`src/rtl/hidden_layer_sequencer.sv`:
```
// Time-multiplexed hidden-layer evaluator: one shared MAC walks N_HID neurons x N_IN
// weights from a synchronous ROM, then ReLU-saturates each dot product onto a valid/ready port.
module hidden_layer_sequencer #(
  parameter int N_IN  = 10,
  parameter int N_HID = 10,
  parameter int DW    = 10,
  parameter int ACC_W = 24,
  parameter int SHIFT = 9,
  parameter int AW    = $clog2(N_IN*N_HID)
) (
  input  logic                     clk,
  input  logic                     rst_n,
  input  logic                     start,
  input  logic [N_IN*DW-1:0]       in_data,
  output logic                     busy,
  output logic                     w_rd,
  output logic [AW-1:0]            w_addr,
  input  logic [DW-1:0]            w_data,
  output logic                     out_valid,
  input  logic                     out_ready,
  output logic [$clog2(N_HID)-1:0] out_idx,
  output logic [DW-1:0]            out_data,
  output logic                     done,
  output logic [2:0]               dbg_state_o
);

  localparam int JW = (N_IN > 1) ? $clog2(N_IN) : 1;
  localparam int NW = $clog2(N_HID);

  typedef enum logic [2:0] {S_IDLE, S_MAC, S_LAST, S_OUT, S_DONE} state_t;

  state_t                    state_q, state_d;
  logic [N_IN*DW-1:0]        in_q, in_d;
  logic                      busy_q, busy_d;
  logic                      rd_q, rd_d;
  logic [AW-1:0]             addr_q, addr_d;
  logic                      pend_q, pend_d;
  logic [JW-1:0]             j_q, j_d, jd_q, jd_d;
  logic [NW-1:0]             n_q, n_d;
  logic signed [ACC_W-1:0]   acc_q, acc_d;
  logic                      ov_q, ov_d;
  logic [NW-1:0]             idx_q, idx_d;
  logic [DW-1:0]             od_q, od_d;
  logic                      done_q, done_d;

  logic signed [DW:0]        x_s;
  logic signed [2*DW:0]      prod;
  logic signed [ACC_W-1:0]   prod_ext, sum, shifted;
  logic [DW-1:0]             act;

  // Output handshake: a result transfers on a rising edge where out_valid and out_ready
  // are both high; out_valid, out_idx and out_data stay frozen until that edge.
  assign busy        = busy_q;
  assign w_rd        = rd_q;
  assign w_addr      = addr_q;
  assign out_valid   = ov_q;
  assign out_idx     = idx_q;
  assign out_data    = od_q;
  assign done        = done_q;
  assign dbg_state_o = state_q;

  always_ff @(posedge clk or negedge rst_n) begin
    if (!rst_n) state_q <= S_IDLE;
    else        state_q <= state_d;
  end

  always_comb begin
    state_d = state_q;
    in_d    = in_q;
    busy_d  = busy_q;
    rd_d    = rd_q;
    addr_d  = addr_q;
    pend_d  = rd_q;
    jd_d    = j_q;
    j_d     = j_q;
    n_d     = n_q;
    ov_d    = ov_q;
    idx_d   = idx_q;
    od_d    = od_q;
    done_d  = 1'b0;

    // pend_q marks that w_data holds the weight for element jd_q this cycle.
    x_s      = $signed({1'b0, in_q[jd_q*DW +: DW]});
    prod     = x_s * $signed(w_data);
    prod_ext = $signed({{(ACC_W-2*DW-1){prod[2*DW]}}, prod});
    sum      = pend_q ? (acc_q + prod_ext) : acc_q;
    acc_d    = sum;

    shifted = sum >>> SHIFT;
    if (sum[ACC_W-1])                act = '0;
    else if (|shifted[ACC_W-1:DW])   act = '1;
    else                             act = shifted[DW-1:0];

    case (state_q)
      S_IDLE: begin
        if (start) begin
          in_d    = in_data;
          n_d     = '0;
          j_d     = '0;
          acc_d   = '0;
          rd_d    = 1'b1;
          addr_d  = '0;
          busy_d  = 1'b1;
          state_d = S_MAC;
        end
      end
      S_MAC: begin
        if (j_q == JW'(N_IN-1)) begin
          rd_d    = 1'b0;
          state_d = S_LAST;
        end else begin
          j_d    = j_q + JW'(1);
          addr_d = addr_q + AW'(1);
        end
      end
      S_LAST: begin
        od_d    = act;
        idx_d   = n_q;
        ov_d    = 1'b1;
        state_d = S_OUT;
      end
      S_OUT: begin
        if (out_ready) begin
          ov_d = 1'b0;
          if (n_q == NW'(N_HID-1)) begin
            busy_d  = 1'b0;
            done_d  = 1'b1;
            state_d = S_DONE;
          end else begin
            // Addresses are contiguous across neurons, so the next base is simply +1.
            n_d     = n_q + NW'(1);
            j_d     = '0;
            acc_d   = '0;
            rd_d    = 1'b1;
            addr_d  = addr_q + AW'(1);
            state_d = S_MAC;
          end
        end
      end
      S_DONE: begin
        state_d = S_IDLE;
      end
      default: begin
        state_d = S_IDLE;
      end
    endcase
  end

  always_ff @(posedge clk or negedge rst_n) begin
    if (!rst_n) begin
      in_q   <= '0;
      busy_q <= 1'b0;
      rd_q   <= 1'b0;
      addr_q <= '0;
      pend_q <= 1'b0;
      j_q    <= '0;
      jd_q   <= '0;
      n_q    <= '0;
      acc_q  <= '0;
      ov_q   <= 1'b0;
      idx_q  <= '0;
      od_q   <= '0;
      done_q <= 1'b0;
    end else begin
      in_q   <= in_d;
      busy_q <= busy_d;
      rd_q   <= rd_d;
      addr_q <= addr_d;
      pend_q <= pend_d;
      j_q    <= j_d;
      jd_q   <= jd_d;
      n_q    <= n_d;
      acc_q  <= acc_d;
      ov_q   <= ov_d;
      idx_q  <= idx_d;
      od_q   <= od_d;
      done_q <= done_d;
    end
  end

endmodule

```
`config.mk`:
```
export PLATFORM = sky130hd
export DESIGN_NAME = hidden_layer_sequencer
export DESIGN_NICKNAME = d
export VERILOG_FILES = /design/src/rtl/hidden_layer_sequencer.sv
export SDC_FILE = /design/constraint.sdc
export NUM_CORES = 1
export LEC_CHECK = 0
export ABC_AREA = 1
export CORE_MARGIN = 5
export CORE_UTILIZATION = 53
export CTS_CLUSTER_SIZE = 20
export DETAILED_ROUTE_END_ITERATION = 10
export GPL_TIMING_DRIVEN = 0
export PLACE_DENSITY = 0.76
export SLEW_MARGIN = 10
export SYNTH_ARGS = -nofsm -noshare
export SYNTH_HDL_FRONTEND = slang
export SYNTH_SLANG_ARGS = --single-unit
```
`constraint.sdc`:
```
create_clock -name clk -period 12.7 [get_ports clk]
set_input_delay 1.27 -clock clk [delete_from_list [all_inputs] [get_ports clk]]
set_output_delay 1.27 -clock clk [all_outputs]
set_load 0.01 [all_outputs]
```
Yosys cells after proc, flatten, opt, wreduce, memory -nomap -nowiden
Cells that the tools add are included.

Register bits: 165. Input port bits: 114. Output and inout bits: 28. Logic and storage cells: 82.

Add/subtract/negate cells: 4. Multipliers: 2. Eq/ne operators: 11. Shifts and indexed selects: 1. Mux-type cells: 38. Reduce and logical (&&, ||, !) cells: 12.

Operator list (count): 100-bit by 9-bit variable part select with 10-bit output (1); 24-bit two-way mux (4); 24-bit case mux with 2 select lines (1); 7-bit two-way mux (4); 24-bit by 21-bit adder with 24-bit output (1); 4-bit two-way mux (6); 11-bit by 10-bit multiplier with 21-bit output (1); 7-bit case mux with 3 select lines (1); 10-bit two-way mux (2); 3-bit two-way mux (4); 2-bit != test, second input constant (6); 3-bit case mux with 4 select lines (1); 4-bit case mux with 3 select lines (1); 1-bit two-way mux (10); 5-bit AND reduction (2); 4-bit by 1-bit adder with 4-bit output, second input constant (2); 4-bit == test, second input constant (2); 4-bit case mux with 2 select lines (1); 4-bit AND reduction (2); 7-bit by 1-bit adder with 7-bit output, second input constant (1); 4-bit by 3-bit multiplier with 7-bit output, second input constant (1); 3-bit by 2-bit == test with 1-bit output, second input constant (2); 5-bit OR reduction (1); 1-bit case mux with 2 select lines (2); other kinds (7) (9).

Depth between registers and ports, before layout
Gate-level depths: netlist of the first run.

Depth in word-level cells: 8. Gate-level depth with buffers: 34. Mapped depth without buffers: 32.

Least setup slack after synthesis of the first run
Ideal clock, no wire load.

Kind: input-to-reg. Start: in w_data[1]. End: reg od_q[2] (netlist: out_data[2]). Library setup time: 0.116 ns. Data arrival time: 5.582 ns. Data required time: 12.584 ns. Slack: 7.002 ns. Stages on the path: 23. Buffers on the path: 1. Cells stage by stage: buf_1 > nand2_1 > fa_1 > inv_1 > fa_1 > fa_1 > fa_1 > inv_1 > fa_1 > inv_1 > ha_1 > nand2_1 > inv_1 > a21oi_1 > nand2_2 > nand3_1 > nand3b_1 > nand3_2 > nand2_2 > nor2_8 > nand3_1 > nand2_1 > nand2_1.

Longest elaborated chain between the ends: 6.

RTL lines: start, declared (line 18) `input logic [DW-1:0] w_data,`; 11-bit by 10-bit multiplier with 21-bit output * (line 84) `prod = x_s * $signed(w_data);`; 24-bit by 21-bit adder with 24-bit output * (line 86) `sum = pend_q ? (acc_q + prod_ext) : acc_q;`; 24-bit two-way mux * (line 86); 5-bit OR reduction (line 91) `else if (|shifted[ACC_W-1:DW]) act = '1;`; 10-bit two-way mux (line 91); 10-bit two-way mux * (line 90) `if (sum[ACC_W-1]) act = '0;`; end signal, assigned (line 162) `od_q <= '0;`; end signal, assigned (line 176) `od_q <= od_d;`; end, declared (line 43) `logic [DW-1:0] od_q, od_d;`.

Mark *: on every way between the ends. The rest lies on a longest branch, timed or not. A chain may end at the register's enable or synchronous reset.

Worst setup path in the final report of the first run
Start: in w_data[9]. End: reg od_q[3] (netlist: out_data[3]).

The elaborated chain is that of the path after synthesis.

==> results of run 1 <==
-- metrics by stage --
step	util	hold WS [ns]	setup slack, ns	cell area (sq um)	std cells
3_3_place_gp	0.611	0.387	3.67	13700	1941
4_1_cts	0.639	0.426	6.23	14300	1974
6_report	0.639	0.430	6.25	14300	1974
5_1_grt	0.639	0.437	5.86	14300	1974
3_5_place_dp	0.612	0.390	5.79	13700	1942
2_1_floorplan	-	0.394	7.00	12000	1518
-- cells by family (layout without fill, tap and decap cells) --
logic type | count (synthesis) | count (layout) | share of synthesized area
XOR/XNOR | 10 | 10 | 0.00732
adder cells (fa/ha/maj) | 159 | 159 | 0.218
flip-flops | 165 | 165 | 0.345
multiplexers | 20 | 20 | 0.0167
AO/OA/AOI/OAI | 115 | 115 | 0.0584
AND/OR/NAND/NOR | 777 | 777 | 0.266
buffers and inverters | 272 | 443 | 0.0879
-- sequential cells by signal, indices dropped and copies added, names as in the netlist, 3 cells and up --
name         count
in_q           100
acc_q           24
out_data        10
w_addr           7
j_q              4
jd_q             4
n_q              4
out_idx          4
dbg_state_o      3
-- how the worst max path moves through the flow --
stage               startpoint  slack (ns)           to  cells past startpoint
floorplan            w_data[1]        7.00  out_data[2]                     23
global placement         rst_n        3.67     acc_q[0]                      1
detailed placement   w_data[9]        5.79  out_data[3]                     24
CTS                  w_data[9]        6.23  out_data[3]                     25
global route           jd_q[1]        5.86  out_data[3]                     28
finish               w_data[9]        6.25  out_data[3]                     25
-- cell type report --
type,instances,area share
multi-input combinational,1081,0.473
buffer,49,0.0150
sequential,165,0.288
clock buffer,17,0.0297
clock inverter,15,0.0126
timing repair buffer,139,0.0986
tap,285,0.0249
inverter,223,0.0583
-- synthesized netlist by cell type (all sizes together) (3+ instances only) --
library cell,number
nand2,557
clkbuf,26
fa,83
a21oi,29
nor2,142
dfrtp,165
o211ai,5
xor2,4
nand3,58
o221ai,17
nor3,9
xnor2,6
o32ai,3
inv,221
nand4,3
o21ai,49
mux2i,20
o21bai,4
ha,76
buf,23
-- metal layers --
layer  up-vias  track usage  wire length, um
met5         -            0               27
met4         4       0.0763              748
met3        54       0.0465             2350
met2       367        0.408            14600
met1      4970        0.360            14000
li1       4975            -                -
-- cell usage in the layout (no fill, tap or decap), drive strengths merged, types with 2 or more instances in the layout --
| cell | count |
|---|---|
| nand2 | 557 |
| inv | 229 |
| dfrtp | 165 |
| nor2 | 142 |
| clkdlybuf4s50 | 137 |
| fa | 83 |
| ha | 76 |
| nand3 | 58 |
| o21ai | 49 |
| clkbuf | 43 |
| a21oi | 29 |
| buf | 25 |
| mux2i | 20 |
| o221ai | 17 |
| nor3 | 9 |
| clkinv | 9 |
| xnor2 | 6 |
| o211ai | 5 |
| xor2 | 4 |
| o21bai | 4 |
| o32ai | 3 |
| nand4 | 3 |
| and2 | 2 |
| or2 | 2 |
| o31ai | 2 |
| nor3b | 2 |
| o22ai | 2 |
-- worst reg2reg max path, stage by stage (launching register included) --
cell and delay (ns):
sky130_fd_sc_hd__dfrtp_1 0.43, sky130_fd_sc_hd__clkbuf_1 0.46, sky130_fd_sc_hd__o21ai_0 0.19, sky130_fd_sc_hd__o221ai_1 0.29, sky130_fd_sc_hd__nand3_1 0.12, sky130_fd_sc_hd__nand2_1 0.24
sky130_fd_sc_hd__inv_1 0.21, sky130_fd_sc_hd__nor2_1 0.18, sky130_fd_sc_hd__fa_1 0.47, sky130_fd_sc_hd__fa_1 0.57, sky130_fd_sc_hd__fa_1 0.43, sky130_fd_sc_hd__fa_1 0.49
sky130_fd_sc_hd__inv_1 0.05, sky130_fd_sc_hd__fa_1 0.49, sky130_fd_sc_hd__inv_1 0.04, sky130_fd_sc_hd__ha_1 0.32, sky130_fd_sc_hd__nand2_1 0.17, sky130_fd_sc_hd__inv_1 0.06
sky130_fd_sc_hd__a21oi_1 0.18, sky130_fd_sc_hd__nand3_2 0.18, sky130_fd_sc_hd__nand2_2 0.11, sky130_fd_sc_hd__nand3_1 0.08, sky130_fd_sc_hd__nand3_2 0.11, sky130_fd_sc_hd__nand2_2 0.09
sky130_fd_sc_hd__nor2_8 0.17, sky130_fd_sc_hd__nand3_1 0.10, sky130_fd_sc_hd__nand2_1 0.09, sky130_fd_sc_hd__nand2_1 0.05
==> results.md, run 1 <==
| Group | Result | Value |
| --- | --- | --- |
| global route | Number of antenna violations at the first check in global routing | 2 |
| synth | Async set or reset register ratio after synthesis | 1.00 |
| worst hold path | WHS Endpoint | pend_q |
| floorplanning | Die X | 160 um |
| synth | Area of the mapped netlist | 0.0120 sq mm |
| critical path | R2r setup slk | 6.26 ns |
| clocking | Buffer depth of the longest clock path | 2 |
| worst hold path | Class of the worst hold path | flop to flop |
| timing | Largest clock skew in the final design | 0.0135 ns |
| timing | Ratio of final minimum period to clock period | 0.508 |
| finish | Area taken by flip-flops and latches | 0.00413 sq mm |
| critical path | Crit path launch type | input port |
| synth | Synthesized netlist cell count | 1518 |
| clocking | Post-CTS Setup Bufs | 0 |
| timing | Transition time of the tightest slew-check pin | 0.689 ns |
| global route | Wire length of the first global-routing pass | 53200 um |
| clocking | Total of cells resized after clock tree synthesis | 0 |
| timing | Setup repair after global routing missed its margin | false |
| synth | Synth top area cells | sky130_fd_sc_hd__dfrtp_1 (34%), sky130_fd_sc_hd__nand2_1 (17%), sky130_fd_sc_hd__fa_1 (14%) |
| clocking | Sink Count | 165 |
| synth | Synth area leader | sky130_fd_sc_hd__dfrtp_1 |
| route | Drt drc | 0 |
| route | Via count normalized by instance count | 5.25 |
| critical path | Crit path arrival time | 6.78 ns |
| placement | Detailed placer's ending HPWL | 24800 um |
| run | MaxCap Viol Count | 0 |
| global route | Total gr overflow | 0 |
| route | Number of detailed-routing iterations run before antenna repair | 7 |
| synth | Net count after synthesis | 1791 |
| floorplanning | Ports | 142 |
| timing | Post-layout minimum cycle time | 6.45 ns |
| finish | Post-layout net count | 1949 |
| global route | Global router's overall resource usage | 0.256 |
| critical path | Critical path data required time | 13.03 ns |
| route | Antenna Violating Nets Remaining | 0 |
| critical path | Startpoint-to-endpoint class of the critical path | input port to flop |
| worst hold path | Hold-critical path depth | 0 |
| floorplanning | Core area | 0.0224 sq mm |
| clocking | Source-to-sink clock delay at the later pin of the worst-skew pair | 0.43 ns |
| timing | # setup viols final | 0 |
| clocking | Root buf cell | sky130_fd_sc_hd__clkbuf_16 |
| clocking | # hold bufs at CTS | 0 |
| critical path | Crit path max fanout | 10 |
| route | Vias | 10400 |
| clocking | Htree depth | 4 |
| clocking | Clock-pin transition on the worst setup and hold timing paths | 0.08 ns |
| clocking | Clock buffer count from CTS | 17 |
| synth | Per-instance average area after synthesis | 7.89 sq um |
| synth | Leading register cell type out of synthesis | sky130_fd_sc_hd__dfrtp_1 |
| synth | Sequential element share of the synthesized area | 0.345 |
| floorplanning | Die ar. | 0.0257 sq mm |
| finish | Growth of design area from synthesis to finish | 19.8% |
| route | Count of routing violations after the opening detailed-route iteration | 991 |
| synth | Count of flip-flops with a built-in enable after synthesis | 0 |
| worst hold path | Worst Min Path Start | w_rd |
| critical path | Kind of cell with the highest combined delay on the critical path | adder cells |
| global route | Via count of the first global-routing pass | 10700 |
| critical path | R2R Path Start | jd_q[1] |
| finish | Share of layout cells above drive strength 1 | 0.0580 |
| timing | Setup tns final | 0 ns |
| clocking | TritonCTS clock tree | built |
| global route | Pin count of the biggest net entering global routing | 112 |
| floorplanning | Total number of placement rows | 55 |
| synth | Yosys top cell area share | 0.345 |
| timing | Slew Limit Headroom | 0.538 |
| synth | Synth cell types | 46 |
| finish | # diodes | 0 |
| finish | Fill cells | 1992 |
| status | Result of the run | complete, no violations |
| floorplanning | Starting density of the core | 0.534 |
| finish | Area taken by multi-input logic gates | 0.00679 sq mm |
| critical path | Worst-path cell with the longest stage delay | sky130_fd_sc_hd__clkdlybuf4s50_1 |
| timing | Number of max-slew violations in the final report | 0 |
| route | Wirelength per Cell | 16.1 um |
| synth | Number of synthesis warnings | 0 |
| timing | Number of failing hold endpoints at the final stage | 0 |
| critical path | R2R Path End | out_data[3] |
| synth | Seq cells post-synth | 165 |
| critical path | Max stage delay on crit path | 0.66 ns |
| critical path | Capturing element type of the critical path | flop |
| placement | Number of buffers added on ports | 138 |
| timing | Achievable clock frequency | 155 MHz |
| critical path | Worst Reg-to-Reg Cells | 27 |
| critical path | Number of buffers and inverters on the critical path | 5 |
| placement | RD Place Congestion | 0.935 |
| floorplanning | Vert. Die Dim | 160 um |
| route | Final wirelength | 31700 um |
Power of run 1 is not shown: default switching activity piles up to over one toggle a cycle in this logic, so the estimate is an artifact.
==> run 2: changes to the inputs <==
CORE_UTILIZATION = 52   (was 53)
PLACE_DENSITY = 0.78   (was 0.76)
clock period = 5.67 ns   (was 12.7 ns; I/O delays follow)
==> run 2 against run 1 <==
Compared with the run above:
- the run now ends with setup timing left
- sequential cell count unchanged
- register-to-register slack worse by 6.5 ns
- cell count up 2.0%
- first-iteration DRC count down 0.91%
- die area up 1.8%
- critical path type is now flop to flop
- highest routed layer unchanged
==> results.md, run 2 (same netlist as run 1, synthesis figures left out) <==
| Group | Result | Value |
| --- | --- | --- |
| global route | Wire length of the first global-routing pass | 56700 um |
| timing | Post-route worst hold slack | 0.117 ns |
| critical path | Crit path max fanout | 10 |
| timing | Slack of the critical path | -0.203 ns |
| placement | Detailed placer's ending HPWL | 25000 um |
| critical path | Crit path launch type | flop |
| finish | Growth of design area from synthesis to finish | 30.8% |
| critical path | Capturing element type of the critical path | flop |
| clocking | Htree depth | 4 |
| timing | Slew Limit Headroom | 0.475 |
| floorplanning | Vert. Die Dim | 162 um |
| timing | Largest clock skew in the final design | 0.0120 ns |
| floorplanning | Total number of placement rows | 55 |
| route | Routed met3 length | 2910 um |
| clocking | # hold bufs at CTS | 0 |
| global route | Total gr overflow | 0 |
| route | Antenna Violating Nets Remaining | 0 |
| route | Wirelength per Cell | 17.7 um |
| route | Final wirelength | 35600 um |
| clocking | Source-to-sink clock delay at the later pin of the worst-skew pair | 0.44 ns |
| clocking | Root buf cell | sky130_fd_sc_hd__clkbuf_16 |
| floorplanning | Die X | 162 um |
| status | Violated checks | setup timing |
| floorplanning | Die ar. | 0.0262 sq mm |
| timing | # setup viols final | 16 |
| clocking | Clock-pin transition on the worst setup and hold timing paths | 0.08 ns |
| clocking | Sink Count | 165 |
| floorplanning | Core area | 0.0226 sq mm |
| status | Result of the run | finished with violations |
| route | Via count normalized by instance count | 5.44 |
| timing | Number of failing hold endpoints at the final stage | 0 |
| critical path | Crit path arrival time | 6.20 ns |
| finish | # diodes | 0 |
| critical path | Worst-path cell with the longest stage delay | sky130_fd_sc_hd__fa_1 |
| global route | Pin count of the biggest net entering global routing | 96 |
| placement | RD Place Congestion | 0.945 |
| floorplanning | Ports | 142 |
| timing | Post-layout minimum cycle time | 5.87 ns |
| clocking | TritonCTS clock tree | built |
| route | Count of routing violations after the opening detailed-route iteration | 982 |
| critical path | CP most frequent cell | sky130_fd_sc_hd__fa_1 |
| run | MaxCap Viol Count | 0 |
| clocking | Buffer depth of the longest clock path | 2 |
| critical path | Startpoint-to-endpoint class of the critical path | flop to flop |
| global route | Via count of the first global-routing pass | 11200 |
| global route | Global router's overall resource usage | 0.272 |
| finish | Register containing the most flip-flops in the final layout | in_q |
| finish | Share of layout cells above drive strength 1 | 0.175 |
| timing | Achievable clock frequency | 170 MHz |
| placement | Number of buffers added on ports | 138 |
| timing | Setup repair after global routing missed its margin | true |
| finish | Commonest non-fill, non-tap cell in the layout | sky130_fd_sc_hd__nand2_1 |
| timing | Transition time of the tightest slew-check pin | 0.787 ns |
| route | Number of detailed-routing iterations run before antenna repair | 6 |
| timing | Ratio of final minimum period to clock period | 1.04 |
| floorplanning | Starting density of the core | 0.529 |
| route | Met1 layer wirelength in the final routing | 14400 um |
| critical path | Max stage delay on crit path | 0.57 ns |
| worst hold path | Class of the worst hold path | input port to asynchronous set/reset pin |
| timing | Number of max-slew violations in the final report | 0 |
| route | Drt drc | 0 |
| route | Top layer used by detailed routing | met5 |
| finish | Most frequent cells in the layout | sky130_fd_sc_hd__nand2_1 (501), sky130_fd_sc_hd__inv_1 (199), sky130_fd_sc_hd__dfrtp_1 (163), sky130_fd_sc_hd__clkdlybuf4s50_1 (137), sky130_fd_sc_hd__nor2_1 (118) |
| critical path | Critical path data required time | 6.00 ns |
| route | Vias | 10900 |
| route | Met2 wire len | 17300 um |
| finish | Post-layout net count | 1988 |
| timing | Setup tns final | -1.95 ns |
| finish | Number of flip-flops in the largest register | 100 |
| clocking | Clock buffer count from CTS | 17 |
| global route | Number of antenna violations at the first check in global routing | 1 |
==> run 2: layer usage <==
layer  up-vias  global-route usage
li1       5082                   -
met1      5286               0.359
met2       493               0.451
met3        82              0.0604
met4         2              0.0892
met5         -                   0
==> run 2: metrics by stage <==
step | util | std cells | setup WS, ns | cell area [sq um]
detailed placement | 0.607 | 1942 | -0.545 | 13700
CTS | 0.667 | 2002 | -0.0242 | 15100
global placement | 0.605 | 1941 | -2.56 | 13700
floorplan | - | 1518 | 0.294 | 12000
global route | 0.692 | 2013 | -0.470 | 15700
finish | 0.692 | 2013 | -0.203 | 15700
==> run 2: worst paths after layout <==
check	from	to	slack (ns)	cells after the start
min reg2reg	w_rd	pend_q	0.42	0
max	jd_q[0]	out_data[6]	-0.20	29
max in group asynchronous	rst_n	in_q[84]	4.76	2
max reg2reg	jd_q[0]	out_data[6]	-0.20	29
min	rst_n	in_q[6]	0.12	1
min in group clk	w_rd	pend_q	0.42	0
==> run 2: cell type report <==
cell class / count / area, sq um
Buffer: 49 / 324
Timing Repair Buffer: 175 / 1740
Inverter: 223 / 857
Fill cell: 1731 / 6980
Clock buffer: 18 / 439
Tap cell: 285 / 357
Multi-Input combinational cell: 1084 / 7650
Clock inverter: 14 / 159
Sequential cell: 165 / 4130
==> run 2: critical path, delay by kind of cell (launching register included) <==
kind / cells / cell delay [ns]
buf+inv: 7 / 0.64
compound gates: 2 / 0.44
flops: 1 / 0.40
simple gates: 14 / 1.50
fa+ha+maj: 6 / 2.76
==> run 2: what timing repair did <==
action,in CTS,in global routing
resized for setup,132,133
pin swaps,41,27
gates cloned,3,1
setup buffers,25,10
setup endpoints to repair,25,25
Power of run 2 is left out for the same reason.
==> run 3: changes to the inputs <==
CORE_MARGIN = 2   (was 5)
SLEW_MARGIN = not set   (was 10)
==> run 3 against run 2 <==
Compared with the run above:
- the run still ends with setup timing left
- fmax is 0.63% higher
- register-to-register slack better by 0.04 ns
- sequential share of layout area grew 0.17 points
- highest routed layer unchanged
==> results.md, run 3 (same netlist as run 1, synthesis figures left out) <==
| Group | Result | Value |
| --- | --- | --- |
| status | Result of the run | finished with violations |
| status | Violated checks | setup timing |
| route | Final wirelength | 33800 um |
| critical path | CP most frequent cell | sky130_fd_sc_hd__nand2_1 |
| finish | Number of flip-flops in the largest register | 100 |
| critical path | Crit path arrival time | 6.15 ns |
| global route | Total gr overflow | 0 |
| clocking | TritonCTS clock tree | built |
| floorplanning | Starting density of the core | 0.529 |
| finish | Commonest non-fill, non-tap cell in the layout | sky130_fd_sc_hd__nand2_1 |
| route | Wirelength per Cell | 16.8 um |
| timing | Slew Limit Headroom | 0.492 |
| critical path | Crit path launch type | flop |
| timing | Setup repair after global routing missed its margin | true |
| timing | Number of max-slew violations in the final report | 0 |
| global route | Pin count of the biggest net entering global routing | 100 |
| timing | Largest clock skew in the final design | 0.0117 ns |
| critical path | Capturing element type of the critical path | flop |
| timing | Post-route worst hold slack | 0.0606 ns |
| global route | Wire length of the first global-routing pass | 54000 um |
| finish | Fill cells | 1772 |
| clocking | Htree depth | 4 |
| route | Antenna Violating Nets Remaining | 0 |
| timing | Post-layout minimum cycle time | 5.84 ns |
| critical path | Critical path data required time | 5.99 ns |
| clocking | Source-to-sink clock delay at the later pin of the worst-skew pair | 0.43 ns |
| floorplanning | Ports | 142 |
| clocking | Sink Count | 165 |
| placement | Number of buffers added on ports | 138 |
| critical path | Startpoint-to-endpoint class of the critical path | flop to flop |
| global route | Global router's overall resource usage | 0.284 |
| global route | Number of antenna violations at the first check in global routing | 2 |
| clocking | Root buf cell | sky130_fd_sc_hd__clkbuf_16 |
| timing | Achievable clock frequency | 171 MHz |
| clocking | # hold bufs at CTS | 0 |
| finish | Most frequent cells in the layout | sky130_fd_sc_hd__nand2_1 (513), sky130_fd_sc_hd__inv_1 (200), sky130_fd_sc_hd__dfrtp_1 (164), sky130_fd_sc_hd__clkdlybuf4s50_1 (137), sky130_fd_sc_hd__nor2_1 (113) |
| route | Count of routing violations after the opening detailed-route iteration | 846 |
| timing | Slack of the critical path | -0.166 ns |
| critical path | Crit path max fanout | 8 |
| clocking | Buffer depth of the longest clock path | 2 |
| finish | Share of layout cells above drive strength 1 | 0.159 |
| finish | Post-layout net count | 1985 |
| finish | Area taken by multi-input logic gates | 0.00755 sq mm |
| route | Number of detailed-routing iterations run before antenna repair | 8 |
| finish | Growth of design area from synthesis to finish | 29.9% |
| placement | Detailed placer's ending HPWL | 24600 um |
| floorplanning | Die X | 156 um |
| run | MaxCap Viol Count | 0 |
| critical path | Max stage delay on crit path | 0.57 ns |
| floorplanning | Vert. Die Dim | 156 um |
| route | Vias | 10800 |
| global route | Via count of the first global-routing pass | 11000 |
| clocking | Clock buffer count from CTS | 17 |
| clocking | Clock-pin transition on the worst setup and hold timing paths | 0.08 ns |
| floorplanning | Core area | 0.0226 sq mm |
| route | Via count normalized by instance count | 5.39 |
| floorplanning | Die ar. | 0.0242 sq mm |
| timing | Number of failing hold endpoints at the final stage | 0 |
| timing | Transition time of the tightest slew-check pin | 0.762 ns |
| placement | RD Place Congestion | 0.981 |
| worst hold path | Class of the worst hold path | input port to asynchronous set/reset pin |
| critical path | Worst-path cell with the longest stage delay | sky130_fd_sc_hd__fa_2 |
| timing | Ratio of final minimum period to clock period | 1.03 |
| timing | # setup viols final | 12 |
| finish | Register containing the most flip-flops in the final layout | in_q |
| route | Drt drc | 0 |
| finish | Area taken by flip-flops and latches | 0.00413 sq mm |
| floorplanning | Total number of placement rows | 55 |
run 3: critical path: cells and delay by family, from the launching register on:
| kind | cells | cell delay (ns) |
|---|---|---|
| buffers and inverters | 6 | 0.64 |
| flip-flops | 1 | 0.38 |
| AO/OA/AOI/OAI | 2 | 0.36 |
| AND/OR/NAND/NOR | 16 | 1.53 |
| adder cells (fa/ha/maj) | 6 | 2.79 |
run 3: worst paths after layout:
path                               from           to  slack (ns)  depth (start not counted)
worst max register to register  jd_q[0]  out_data[6]       -0.17                         30
min in group clk                   w_rd       pend_q        0.43                          0
max in group asynchronous         rst_n     in_q[83]        4.73                          2
worst max-delay path            jd_q[0]  out_data[6]       -0.17                         30
worst min register to register     w_rd       pend_q        0.43                          0
worst min-delay path              rst_n      in_q[5]        0.06                          1
run 3: area by class of cell:
cell class              count  area share
clock inverters            15      0.0114
multi-input cells        1084       0.485
repair buffers            172       0.110
diodes                      1    0.000161
inverters                 223      0.0553
flip-flops and latches    165       0.266
plain buffers              49      0.0217
clock buffers              17      0.0274
well taps                 285      0.0229
run 3: stage by stage:
stage	utilization	worst slack [ns]	setup TNS, ns	cell area [sq um]	instances
5_1_grt	0.687	-0.443	-6.85	15500	2010
2_1_floorplan	-	0.294	0	12000	1518
4_1_cts	0.664	-0.0538	-0.412	15000	1995
3_3_place_gp	0.605	-2.58	-432.57	13700	1941
3_5_place_dp	0.607	-0.614	-9.89	13700	1942
6_report	0.687	-0.166	-1.51	15600	2011
run 3: what timing repair did:
item | CTS | global route
pin swaps | 36 | 47
buffers inserted | 18 | 12
setup endpoints to repair | 25 | 25
gates cloned | 3 | 3
resized for setup | 130 | 102
run 3: metal layers:
layer  routed length, um  GRT usage
met5                  13          0
met3                2540     0.0558
met4                 812     0.0874
met2               16300      0.464
met1               14100      0.385
Power of run 3 is left out for the same reason.
